File: config.mk
export PLATFORM = sky130hd
export DESIGN_NAME = cpu_axi_mem_bridge
export DESIGN_NICKNAME = d
export VERILOG_FILES = /design/src/rtl/cpu_axi_mem_bridge.sv
export SDC_FILE = /design/constraint.sdc
export NUM_CORES = 1
export LEC_CHECK = 0
export ABC_AREA = 1
export CORE_ASPECT_RATIO = 1.75
export CORE_MARGIN = 3
export CORE_UTILIZATION = 38
export DETAILED_ROUTE_END_ITERATION = 16
export GPL_TIMING_DRIVEN = 1
export PLACE_DENSITY = 0.72
export REMOVE_ABC_BUFFERS = 1
export SLEW_MARGIN = 20
export SYNTH_ARGS = -nofsm -noshare
export SYNTH_HDL_FRONTEND = slang
export SYNTH_SLANG_ARGS = --single-unit
File: constraint.sdc
create_clock -name clk -period 1.75 [get_ports clk]
set_clock_uncertainty 0.05 [all_clocks]
set_input_delay 0.2625 -clock clk [delete_from_list [all_inputs] [get_ports clk]]
set_output_delay 0.2625 -clock clk [all_outputs]
set_load 0.01 [all_outputs]
File: src/rtl/cpu_axi_mem_bridge.sv
// Bridge between the RV32IM MEM stage and the single-beat start/busy command
// interface of the AXI4-Lite peripheral subsystem. Formats stores into byte
// strobes with lane-replicated data, formats loads with sign/zero extension,
// and stalls the pipeline until the peripheral transaction has completed.
module cpu_axi_mem_bridge #(
    parameter int ADDR_WIDTH = 32,
    parameter int DATA_WIDTH = 32
) (
    input  logic                  clk,
    input  logic                  rst,
    input  logic                  mem_read,
    input  logic                  mem_write,
    input  logic [ADDR_WIDTH-1:0] mem_addr,
    input  logic [DATA_WIDTH-1:0] mem_wdata,
    input  logic [2:0]            mem_funct3,
    output logic [DATA_WIDTH-1:0] mem_rdata,
    output logic                  mem_done,
    output logic                  mem_err,
    output logic                  mem_stall,
    output logic                  write_start,
    output logic [ADDR_WIDTH-1:0] write_addr,
    output logic [DATA_WIDTH-1:0] write_data,
    output logic [3:0]            write_strobe,
    input  logic                  write_busy,
    output logic                  read_start,
    output logic [ADDR_WIDTH-1:0] read_addr,
    input  logic [DATA_WIDTH-1:0] read_data,
    input  logic                  read_busy
);

    typedef enum logic [1:0] {
        IDLE = 2'd0,
        ARM  = 2'd1,
        WAIT = 2'd2,
        DONE = 2'd3
    } state_t;

    state_t                state_q, state_d;
    logic [1:0]            addr_lo_q, addr_lo_d;
    logic [2:0]            funct3_q, funct3_d;
    logic                  is_write_q, is_write_d;
    logic                  done_q, done_d;
    logic                  err_q, err_d;
    logic                  wstart_q, wstart_d;
    logic                  rstart_q, rstart_d;
    logic [ADDR_WIDTH-1:0] waddr_q, waddr_d;
    logic [DATA_WIDTH-1:0] wdata_q, wdata_d;
    logic [3:0]            wstrb_q, wstrb_d;
    logic [ADDR_WIDTH-1:0] raddr_q, raddr_d;
    logic [DATA_WIDTH-1:0] rdata_q, rdata_d;

    logic                  request;
    logic                  busy_sel;
    logic [ADDR_WIDTH-1:0] aligned_addr;

    // Misaligned halfword/word accesses, reserved funct3 codes and unsigned
    // store widths are rejected before anything reaches the peripheral.
    function automatic logic access_legal(input logic       is_wr,
                                          input logic [2:0] f3,
                                          input logic [1:0] lo);
        logic ok;
        case (f3)
            3'b000:  ok = 1'b1;
            3'b001:  ok = ~lo[0];
            3'b010:  ok = (lo == 2'b00);
            3'b100:  ok = ~is_wr;
            3'b101:  ok = ~is_wr & ~lo[0];
            default: ok = 1'b0;
        endcase
        return ok;
    endfunction

    function automatic logic [3:0] store_strobe(input logic [2:0] f3,
                                                input logic [1:0] lo);
        logic [3:0] s;
        case (f3)
            3'b000:  s = 4'b0001 << lo;
            3'b001:  s = lo[1] ? 4'b1100 : 4'b0011;
            default: s = 4'b1111;
        endcase
        return s;
    endfunction

    // Narrow stores are replicated across every lane so the strobe alone
    // selects the destination bytes.
    function automatic logic [DATA_WIDTH-1:0] store_data(input logic [2:0]            f3,
                                                         input logic [DATA_WIDTH-1:0] wd);
        logic [DATA_WIDTH-1:0] d;
        case (f3)
            3'b000:  d = {4{wd[7:0]}};
            3'b001:  d = {2{wd[15:0]}};
            default: d = wd;
        endcase
        return d;
    endfunction

    function automatic logic [DATA_WIDTH-1:0] load_format(input logic [2:0]            f3,
                                                          input logic [1:0]            lo,
                                                          input logic [DATA_WIDTH-1:0] word);
        logic [7:0]            b;
        logic [15:0]           h;
        logic [DATA_WIDTH-1:0] r;
        case (lo)
            2'd0:    b = word[7:0];
            2'd1:    b = word[15:8];
            2'd2:    b = word[23:16];
            default: b = word[31:24];
        endcase
        h = lo[1] ? word[31:16] : word[15:0];
        case (f3)
            3'b000:  r = {{24{b[7]}}, b};
            3'b001:  r = {{16{h[15]}}, h};
            3'b100:  r = {24'h000000, b};
            3'b101:  r = {16'h0000, h};
            default: r = word;
        endcase
        return r;
    endfunction

    assign request      = mem_read | mem_write;
    assign busy_sel     = is_write_q ? write_busy : read_busy;
    assign aligned_addr = {mem_addr[ADDR_WIDTH-1:2], 2'b00};

    // Next-state and command formatting; pulses default low every cycle.
    always_comb begin
        state_d    = state_q;
        addr_lo_d  = addr_lo_q;
        funct3_d   = funct3_q;
        is_write_d = is_write_q;
        done_d     = 1'b0;
        err_d      = 1'b0;
        wstart_d   = 1'b0;
        rstart_d   = 1'b0;
        waddr_d    = waddr_q;
        wdata_d    = wdata_q;
        wstrb_d    = wstrb_q;
        raddr_d    = raddr_q;
        rdata_d    = rdata_q;
        case (state_q)
            IDLE: begin
                if (request) begin
                    // A simultaneous read and write is treated as a write.
                    addr_lo_d  = mem_addr[1:0];
                    funct3_d   = mem_funct3;
                    is_write_d = mem_write;
                    if (access_legal(mem_write, mem_funct3, mem_addr[1:0])) begin
                        if (mem_write) begin
                            wstart_d = 1'b1;
                            waddr_d  = aligned_addr;
                            wdata_d  = store_data(mem_funct3, mem_wdata);
                            wstrb_d  = store_strobe(mem_funct3, mem_addr[1:0]);
                        end else begin
                            rstart_d = 1'b1;
                            raddr_d  = aligned_addr;
                        end
                        state_d = ARM;
                    end else begin
                        rdata_d = '0;
                        done_d  = 1'b1;
                        err_d   = 1'b1;
                        state_d = DONE;
                    end
                end
            end
            ARM: begin
                // The peripheral raises busy one cycle after start, so busy
                // is not meaningful here.
                state_d = WAIT;
            end
            WAIT: begin
                if (!busy_sel) begin
                    if (!is_write_q) begin
                        rdata_d = load_format(funct3_q, addr_lo_q, read_data);
                    end
                    done_d  = 1'b1;
                    state_d = DONE;
                end
            end
            DONE: begin
                state_d = IDLE;
            end
            default: begin
                state_d = IDLE;
            end
        endcase
    end

    // State and request context registers.
    always_ff @(posedge clk) begin
        if (rst) begin
            state_q    <= IDLE;
            addr_lo_q  <= 2'b00;
            funct3_q   <= 3'b000;
            is_write_q <= 1'b0;
            done_q     <= 1'b0;
            err_q      <= 1'b0;
        end else begin
            state_q    <= state_d;
            addr_lo_q  <= addr_lo_d;
            funct3_q   <= funct3_d;
            is_write_q <= is_write_d;
            done_q     <= done_d;
            err_q      <= err_d;
        end
    end

    // Peripheral command and load result registers; cleared on reset so an
    // aborted transaction leaves nothing asserted.
    always_ff @(posedge clk) begin
        if (rst) begin
            wstart_q <= 1'b0;
            rstart_q <= 1'b0;
            waddr_q  <= '0;
            wdata_q  <= '0;
            wstrb_q  <= 4'b0000;
            raddr_q  <= '0;
            rdata_q  <= '0;
        end else begin
            wstart_q <= wstart_d;
            rstart_q <= rstart_d;
            waddr_q  <= waddr_d;
            wdata_q  <= wdata_d;
            wstrb_q  <= wstrb_d;
            raddr_q  <= raddr_d;
            rdata_q  <= rdata_d;
        end
    end

    // Stall drops in DONE so the core advances on the same edge the bridge
    // returns to IDLE.
    assign mem_stall    = ((state_q == IDLE) & request) | (state_q == ARM) | (state_q == WAIT);
    assign mem_done     = done_q;
    assign mem_err      = err_q;
    assign mem_rdata    = rdata_q;
    assign write_start  = wstart_q;
    assign write_addr   = waddr_q;
    assign write_data   = wdata_q;
    assign write_strobe = wstrb_q;
    assign read_start   = rstart_q;
    assign read_addr    = raddr_q;

endmodule

==> results.md, run 1 <==
- Initial antenna violation count: 2
- RD Place Congestion: around 0.9
- CP Buf/Inv Count: 1
- Detailed Place HPWL: about 17000 um
- Clock Sinks: 140
- Htree depth: 4
- Final instance area: 10300 um^2
- Io pins: ~240
- Syn Area/Cell: just under 7 um^2
- Post-layout util: 58.6%
- Total Nets Final: about 1400
- Placement row count: 64
- Synth area leader: dfxtp_1
- Worst Min Path Start: mem_write
- Number of synthesized register bits: between 100 and 150
- Core footprint: between 15000 and 20000 um^2
- Largest net degree at the start of global routing: 91
- Initial DRC Count: 391
- First-pass GRT wire length: roughly 37000 um
- Critical-path top delay cell: clkdlybuf4s50_1
- Share of the synthesized area in the top cell type: 40.9%
- CTS Buf Count: 17
- Vias in the first global route: between 7000 and 8000
- Crit path max fanout: 2
- Final Power: around 15 mW
- CP Capture Type: output pin
- Setup crit start kind: flop
- Sequential element share of the synthesized area: roughly two fifths
- Total number of vias: between 7000 and 8000
- Post-Place Cells: between 1000 and 1500
- Pwr/cell area: 1440 nW/um^2
- CP top delay family: buffers and inverters
- Max incr delay on CP: about 560 ps
- FF-to-FF setup slack: between 100 and 150 ps
- Die Ht: 184 um
- CP Launch Point: write_data[27]
- Buffer depth of the longest clock path: 2
- Worst path cell trace: clkdlybuf4s50_1
- Highest clock rate: approximately 600 MHz
- Worst Hold Class: in -> reg
- DRC viols: 0
- Die area: just under 20000 um^2
- Critical path type: reg -> out
- Worst-margin pin slew: 514 ps
- Final Cycle Share: between 90 and 100%
- Reg2reg path depth: 8
- CP required: 1440 ps
- Worst r2r src: state_q[1]
- CTS Root Cell: clkbuf_16
- Max_cap viols: 0
- Slew Limit Fails: 0
- VDD IR-drop max: between 0.6 and 0.7 mV
- Fillers: between 1500 and 2000
- Clock latency on the worst-skew pair: around 400 ps
- Post-route ant nets: 0
- Drt first pass iters: 7
- Status: finished clean
- Setup violators final: 0
- Max_slew headroom: 65.7%
- Cts hold-fix bufs: 0
- Post-synthesis cell area: between 6000 and 7000 um^2
- CTS tree: yes
- Yosys warns: 0
- Reg2reg end: write_data[16]
- Largest cells by area after synthesis: dfxtp_1 (41%), nand2_1 (16%), a21oi_1 (8.2%)
- Vias per cell: roughly 5
- Placement Cell Area: slightly below 10000 um^2
- Fin. Hold Viols: 0
- Reg clk slew, reported paths: roughly 70 ps
- Initial Utilization: slightly below 40%
- GR Overflow Total: 0
- Cells after Synth: around 1000
- Hold Crit Endpoint: write_start
- Cell variety after synth: 26
- WP data arrival: ~1400 ps
- WL final: 23600 um
- RSZ-0062 raised after global routing: no
- Share of cells above drive strength 1: 10.8%
- Area delta synth->final: 50.5%
- GRT Overall Usage: 23.5%
- Post-route minimum period: between 1500 and 2000 ps
- Chip Width: between 100 and 150 um
- Hold path depth: 3
- Final non-filler cell total: around 1500
- P_leak: roughly 4.3 nW
- I/O Buffers: about 240
- WL/cell: about 16 um
==> worst max-delay path by stage <==
stage,endpoint,slack [ps],cells past startpoint
floorplan,read_addr[10],-2630,7
global placement,write_data[9],-280,10
detailed placement,write_addr[22],-310,9
CTS,mem_stall,4,5
global route,write_data[26],0.9,11
finish,write_data[27],80,1
==> per-layer routing <==
layer / vias to the layer above / GRT usage (%) / routed length, um
met2: 258 / 42.0 / 12300
met3: 38 / 7.59 / 1890
met5: - / 0 / 0
met4: 0 / 9.81 / 751
met1: 3413 / 25.1 / 8660
li1: 3719 / - / -
==> registers in the layout, indices dropped and copies added (netlist names) <==
| register | cells |
|---|---|
| addr_lo_q | 2 |
| write_start | 1 |
| write_strobe | 4 |
| mem_rdata | 32 |
| write_addr | 30 |
| read_start | 1 |
| read_addr | 30 |
| funct3_q | 3 |
| state_q | 2 |
| mem_done | 1 |
| write_data | 32 |
| is_write_q | 1 |
| mem_err | 1 |
==> repair_timing <==
item | 4_1_cts | 5_1_grt
resized for setup | 13 | 9
pin swaps | 1 | 1
endpoints found under the setup margin | 31 | 72
setup buffers | 1 | 0
cloned | 0 | 1
==> cell families after synthesis <==
group,synth area share [%]
flip-flops,40.9
other,0.0547
AO/OA/AOI/OAI,12.7
adder cells (fa/ha/maj),0.730
buffers and inverters,12.9
AND/OR/NAND/NOR,32.8
==> cell type report <==
class	count	area (um^2)	area share, %
Sequential cell	140	2810	27.2
Antenna cell	2	5.00	0.0485
Tap cell	231	289	2.80
Clock buffer	18	429	4.16
Inverter	104	390	3.78
Clock inverter	14	153	1.48
Timing Repair Buffer	296	3020	29.2
Multi-Input combinational cell	690	3230	31.3
==> power breakdown <==
part / switching (mW) / leakage, nW / internal (mW)
clock network: 1.60 / 0.269 / 2.02
registers: 0.348 / 1.14 / 3.83
logic: 3.85 / 2.85 / 3.26
total: 5.79 / 4.26 / 9.11
==> cell usage in the layout, fill, tap and decap left out, drive strengths merged, types with 19 or more instances in the layout <==
| cell type | count |
|---|---|
| nand2 | 296 |
| clkdlybuf4s50 | 233 |
| dfxtp | 140 |
| a21oi | 115 |
| inv | 111 |
| nor2 | 78 |
| nand3 | 68 |
| buf | 61 |
| nand4 | 59 |
| o21ai | 48 |
| clkbuf | 19 |
==> synthesized netlist by cell type <==
cell type and instances:
a21oi_4 2, a211oi_1 1, ha_1 4, or2_2 13
clkbuf_1 37, buf_6 18, nand2_2 4, buf_2 9
dfxtp_1 140, nand2_1 289, nor2_1 76, buf_1 2
nand2_4 3, nand3_2 1, o21ai_0 48, a31oi_1 3
inv_2 6, nor2_4 2, buf_8 1, conb_1 1
o32ai_1 1, buf_4 11, nand3_1 67, inv_1 98
nand4_1 59, a21oi_1 113
==> per-stage QoR <==
stage	hold WS [ps]	setup TNS, ps	worst slack (ps)
2_1_floorplan	282	-214850	-2630
3_5_place_dp	405	-34860	-308
4_1_cts	92.7	0	3.66
5_1_grt	97.0	0	0.854
3_3_place_gp	397	-30320	-283
6_report	110	0	77.8
Note: power is estimated with default switching activity, not from simulation.
==> run 2: changes to the inputs <==
==> constraint.sdc (replaced) <==
create_clock -name clk -period 1.75 [get_ports clk]
set_clock_uncertainty 0.05 [all_clocks]
set_input_delay 0.525 -clock clk [delete_from_list [all_inputs] [get_ports clk]]
set_output_delay 0.525 -clock clk [all_outputs]
set_load 0.01 [all_outputs]
==> results.md, run 2 (synthesis gave the netlist of run 1 again) <==
- Commonest non-fill, non-tap cells in the layout: nand2_1 (265), dfxtp_1 (138), dlygate4sd2_1 (135)
- Vias per cell: about 5
- P_leak: around 5.2 nW
- Io pins: 242
- Status: finished, violations left
- Max incr delay on CP: 360 ps
- GR Overflow Total: 0
- Die area: 19800 um^2
- Largest net degree at the start of global routing: 87
- CTS tree: yes
- Slew Limit Fails: 0
- Pwr/cell area: 1480 nW/um^2
- Share of cells above drive strength 1: roughly 17%
- Die Ht: around 180 um
- Initial DRC Count: ~330
- Worst path cell trace: buf_4, ha_4, nor2_4, nand2_2, buf_6
- Final Cycle Share: 109%
- Commonest non-fill, non-tap cell in the layout: nand2_1
- GRT Overall Usage: 24.3%
- Initial antenna violation count: 1
- Vias in the first global route: 7415
- Max_cap viols: 0
- Worst hold margin: about 340 ps
- FF-to-FF setup slack: -110 ps
- RSZ-0062 raised after global routing: yes
- RD Place Congestion: roughly 0.87
- Setup violators final: 17
- CTS Root Cell: clkbuf_16
- First-pass GRT wire length: 38000 um
- Initial Utilization: between 30% and 40%
- Critical-path top delay cell: dfxtp_4
- Fin. Hold Viols: 0
- Buffer depth of the longest clock path: 2
- Critical path type: reg -> out
- Total number of vias: between 7000 and 8000
- Chip Width: approximately 110 um
- Placement row count: between 60 and 70
- Detailed Place HPWL: about 17000 um
- Crit path max fanout: 3
- Clock Sinks: 140
- TNS Setup: -821 ps
- Post-layout util: 62.1%
- Area delta synth->final: 59.5%
- Drt first pass iters: 5
- Failing checks: setup timing
- Highest clock rate: ~530 MHz
- Cts hold-fix bufs: 0
- Placement Cell Area: slightly below 10000 um^2
- PnR worst setup slack: -153 ps
- Reg clk slew, reported paths: 60 ps
- Core footprint: around 18000 um^2
- I/O Buffers: ~240
- CP required: around 1200 ps
- Final instance area: about 11000 um^2
- CP Capture Type: output pin
- VDD IR-drop max: 1.06 mV
- Setup crit start kind: flop
- Htree depth: 4
- Clock latency on the worst-skew pair: around 420 ps
- WP data arrival: about 1300 ps
- DRC viols: 0
- Total Nets Final: around 1400
- WL/cell: about 16 um
- Post-route ant nets: 0
- Worst Hold Class: in -> reg
- CTS Buf Count: 17
- Post-Place Worst Slack: -683 ps
- Post-route minimum period: 1900 ps
- WL final: roughly 25000 um
[run 2: cell types whose count changed in the layout (fill, tap and decap cells not counted), sizes merged]
cell           change
bufinv             -1
clkbuf             +7
inv                -2
buf               +34
clkinvlp           +2
clkdlybuf4s50    -137
dlygate4sd2      +135
bufbuf             +1
[run 2: worst paths after layout]
kind	startpoint	endpoint	depth (start not counted)
min	rst	write_data[29]	2
min reg2reg	write_addr[24]	write_addr[24]	2
max reg2reg	state_q[0]	mem_rdata[8]	14
max	state_q[0]	mem_stall	5
[run 2: final cells by class]
class                           instances  area, um^2
Fill cell                            1611        6680
Multi-Input combinational cell        690        3490
Timing Repair Buffer                  335        3390
Sequential cell                       140        2810
Clock buffer                           19         453
Inverter                              104         399
Tap cell                              231         289
Clock inverter                         13         106
Antenna cell                            2        5.00
[run 2: what timing repair did]
action	4_1_cts	5_1_grt
cloned	4	6
setup buffers	8	14
endpoints found under the setup margin	264	129
resized for setup	163	96
endpoints found under the hold margin	0	0
pin swaps	8	30
[run 2: layer usage]
metal,part of all wire (%),track usage (%),vias to the layer above
met5,0,0,-
met4,3.8,11.3,0
met3,7.3,7.49,53
met2,54,44.1,271
met1,35,25.2,3472
li1,-,-,3794
[run 2: worst max-delay path, delay by kind of cell, from the launching register on]
family,cells,cell delay [ps]
DFF,1,360
buffers and inverters,2,260
adders and majority gates,1,160
and+or+nand+nor,2,140
[run 2: per-stage QoR]
stage / instances / total power, mW
2_1_floorplan: 934 / 7.60
3_3_place_gp: 1470 / 10.9
3_5_place_dp: 1470 / 11.0
4_1_cts: 1514 / 15.0
5_1_grt: 1533 / 17.3
6_report: 1534 / 16.2
[run 2: report_power, final]
part           total [mW]  internal [mW]  leakage, nW  switching (mW)
Sequential           4.16           3.84         1.14           0.320
Clock                3.45           1.92        0.256            1.54
Combinational        8.56           3.95         3.78            4.61
Total                16.2           9.70         5.18            6.47
==> run 3: changes to the inputs <==
Settings changed: PLACE_DENSITY 0.72 to 0.83.
==> results.md, run 3 (synthesis gave the netlist of run 1 again) <==
- VDD IR-drop max: 0.986 mV
- GR Overflow Total: 0
- Total Nets Final: 1399
- DRC viols: 0
- Worst Min Path Start: write_data[29]
- Initial DRC Count: approximately 410
- PnR worst setup slack: -144 ps
- Post-layout util: 62.2%
- Area delta synth->final: 59.8%
- Worst-margin pin slew: about 750 ps
- Reg2reg end: mem_rdata[25]
- Die area: ~20000 um^2
- WL final: 26900 um
- Critical path type: reg -> out
- Highest clock rate: ~530 MHz
- Vias per cell: 5.27
- Slew Limit Fails: 0
- Status: finished, violations left
- Worst r2r src: state_q[1]
- CP required: between 1000 and 1500 ps
- Die Ht: between 150 and 200 um
- Post-route minimum period: 1890 ps
- Largest net degree at the start of global routing: 64
- Reg clk slew, reported paths: approximately 70 ps
- Pwr/cell area: approximately 1500 nW/um^2
- Cts hold-fix bufs: 0
- FF-to-FF setup slack: -130 ps
- Fin. Hold Viols: 0
- Setup violators final: 67
- Final Cycle Share: 108%
- Total number of vias: roughly 8100
- Chip Width: approximately 110 um
- Htree depth: 4
- Hold Crit Endpoint: write_data[29]
- CTS Root Cell: clkbuf_16
- Io pins: between 200 and 250
- CTS Buf Count: 17
- RSZ-0062 raised after global routing: yes
- First-pass GRT wire length: around 40000 um
- Placement row count: between 60 and 70
- Commonest non-fill, non-tap cell in the layout: nand2_1
- Worst Hold Class: reg -> reg
- Failing checks: setup timing
- Setup crit start kind: flop
- Core footprint: 17600 um^2
- Buffer depth of the longest clock path: 2
- WP data arrival: roughly 1300 ps
- Initial Utilization: about two fifths
- CTS tree: yes
- Max_slew headroom: roughly half
- Post-route ant nets: 0
- RD Place Congestion: around 0.94
- Antenna Cells: 0
- Hold path depth: 2
- I/O Buffers: 237
- GRT Overall Usage: around a quarter
- Detailed Place HPWL: between 15000 and 20000 um
- Crit path max fanout: 3
- Clock latency on the worst-skew pair: slightly above 400 ps
- Clock Sinks: 140
- Drt first pass iters: 5
- Commonest non-fill, non-tap cells in the layout: nand2_1 (254), dfxtp_1 (137), dlygate4sd2_1 (136)
- P_leak: between 5 and 6 nW
- WL/cell: ~18 um
- Reg2reg path depth: 14
- Vias in the first global route: 7908
- Share of cells above drive strength 1: a little under a fifth
- Post-Place Worst Slack: -681 ps
- CP Capture Type: output pin
- Max_cap viols: 0
- Initial antenna violation count: 0
-- run 3: layout make-up --
| class | count | area (um^2) |
|---|---|---|
| well taps | 231 | 289 |
| flip-flops and latches | 140 | 2810 |
| inverters | 104 | 400 |
| fillers | 1497 | 6650 |
| clock inverters | 15 | 169 |
| multi-input cells | 690 | 3440 |
| repair buffers | 337 | 3430 |
| clock buffers | 17 | 425 |
-- run 3: worst max path at each step --
stage                        from        endpoint  cells after the start
finish                 state_q[1]       mem_stall                      5
global route           state_q[1]   mem_rdata[25]                     14
CTS                    state_q[0]       mem_stall                      5
detailed placement  mem_funct3[2]  write_data[22]                     10
global placement         mem_read       mem_stall                      6
floorplan              state_q[0]   read_addr[10]                      7
-- run 3: per-layer routing --
metal / part of all wire, % / vias to the layer above / track usage, %
met5: 0 / - / 0
met4: 5.8 / 0 / 15.5
met3: 7.1 / 115 / 5.55
met2: 52 / 445 / 45.7
met1: 35 / 3724 / 26.3
li1: - / 3804 / -
-- run 3: power breakdown --
| group | internal, mW | switching, mW |
|---|---|---|
| registers | 3.84 | 0.350 |
| logic | 4.02 | 4.94 |
| clock network | 1.93 | 1.72 |
| total | 9.80 | 7.01 |
-- run 3: what timing repair did --
| item | in CTS | in global routing |
|---|---|---|
| cloned | 9 | 5 |
| gates resized for setup | 214 | 60 |
| endpoints found under the setup margin | 263 | 99 |
| pin swaps | 16 | 18 |
| buffers inserted | 22 | 7 |
-- run 3: worst max-delay path, cell delays in order (launching register included) --
cell and delay, ps:
dfxtp_4 390, inv_4 50, ha_4 170, nand2_2 90
nand2_2 80, buf_6 120
-- run 3: metrics by stage --
stage	TNS (ps)	power [mW]	area [um^2]	cells	hold slack (ps)
2_1_floorplan	-215110	7.60	6380	934	410
3_3_place_gp	-76400	10.9	9670	1465	396
3_5_place_dp	-81570	11.0	9670	1465	403
4_1_cts	-1980	16.2	10800	1528	411
5_1_grt	-8080	17.7	11000	1534	424
6_report	-2420	16.8	11000	1534	407
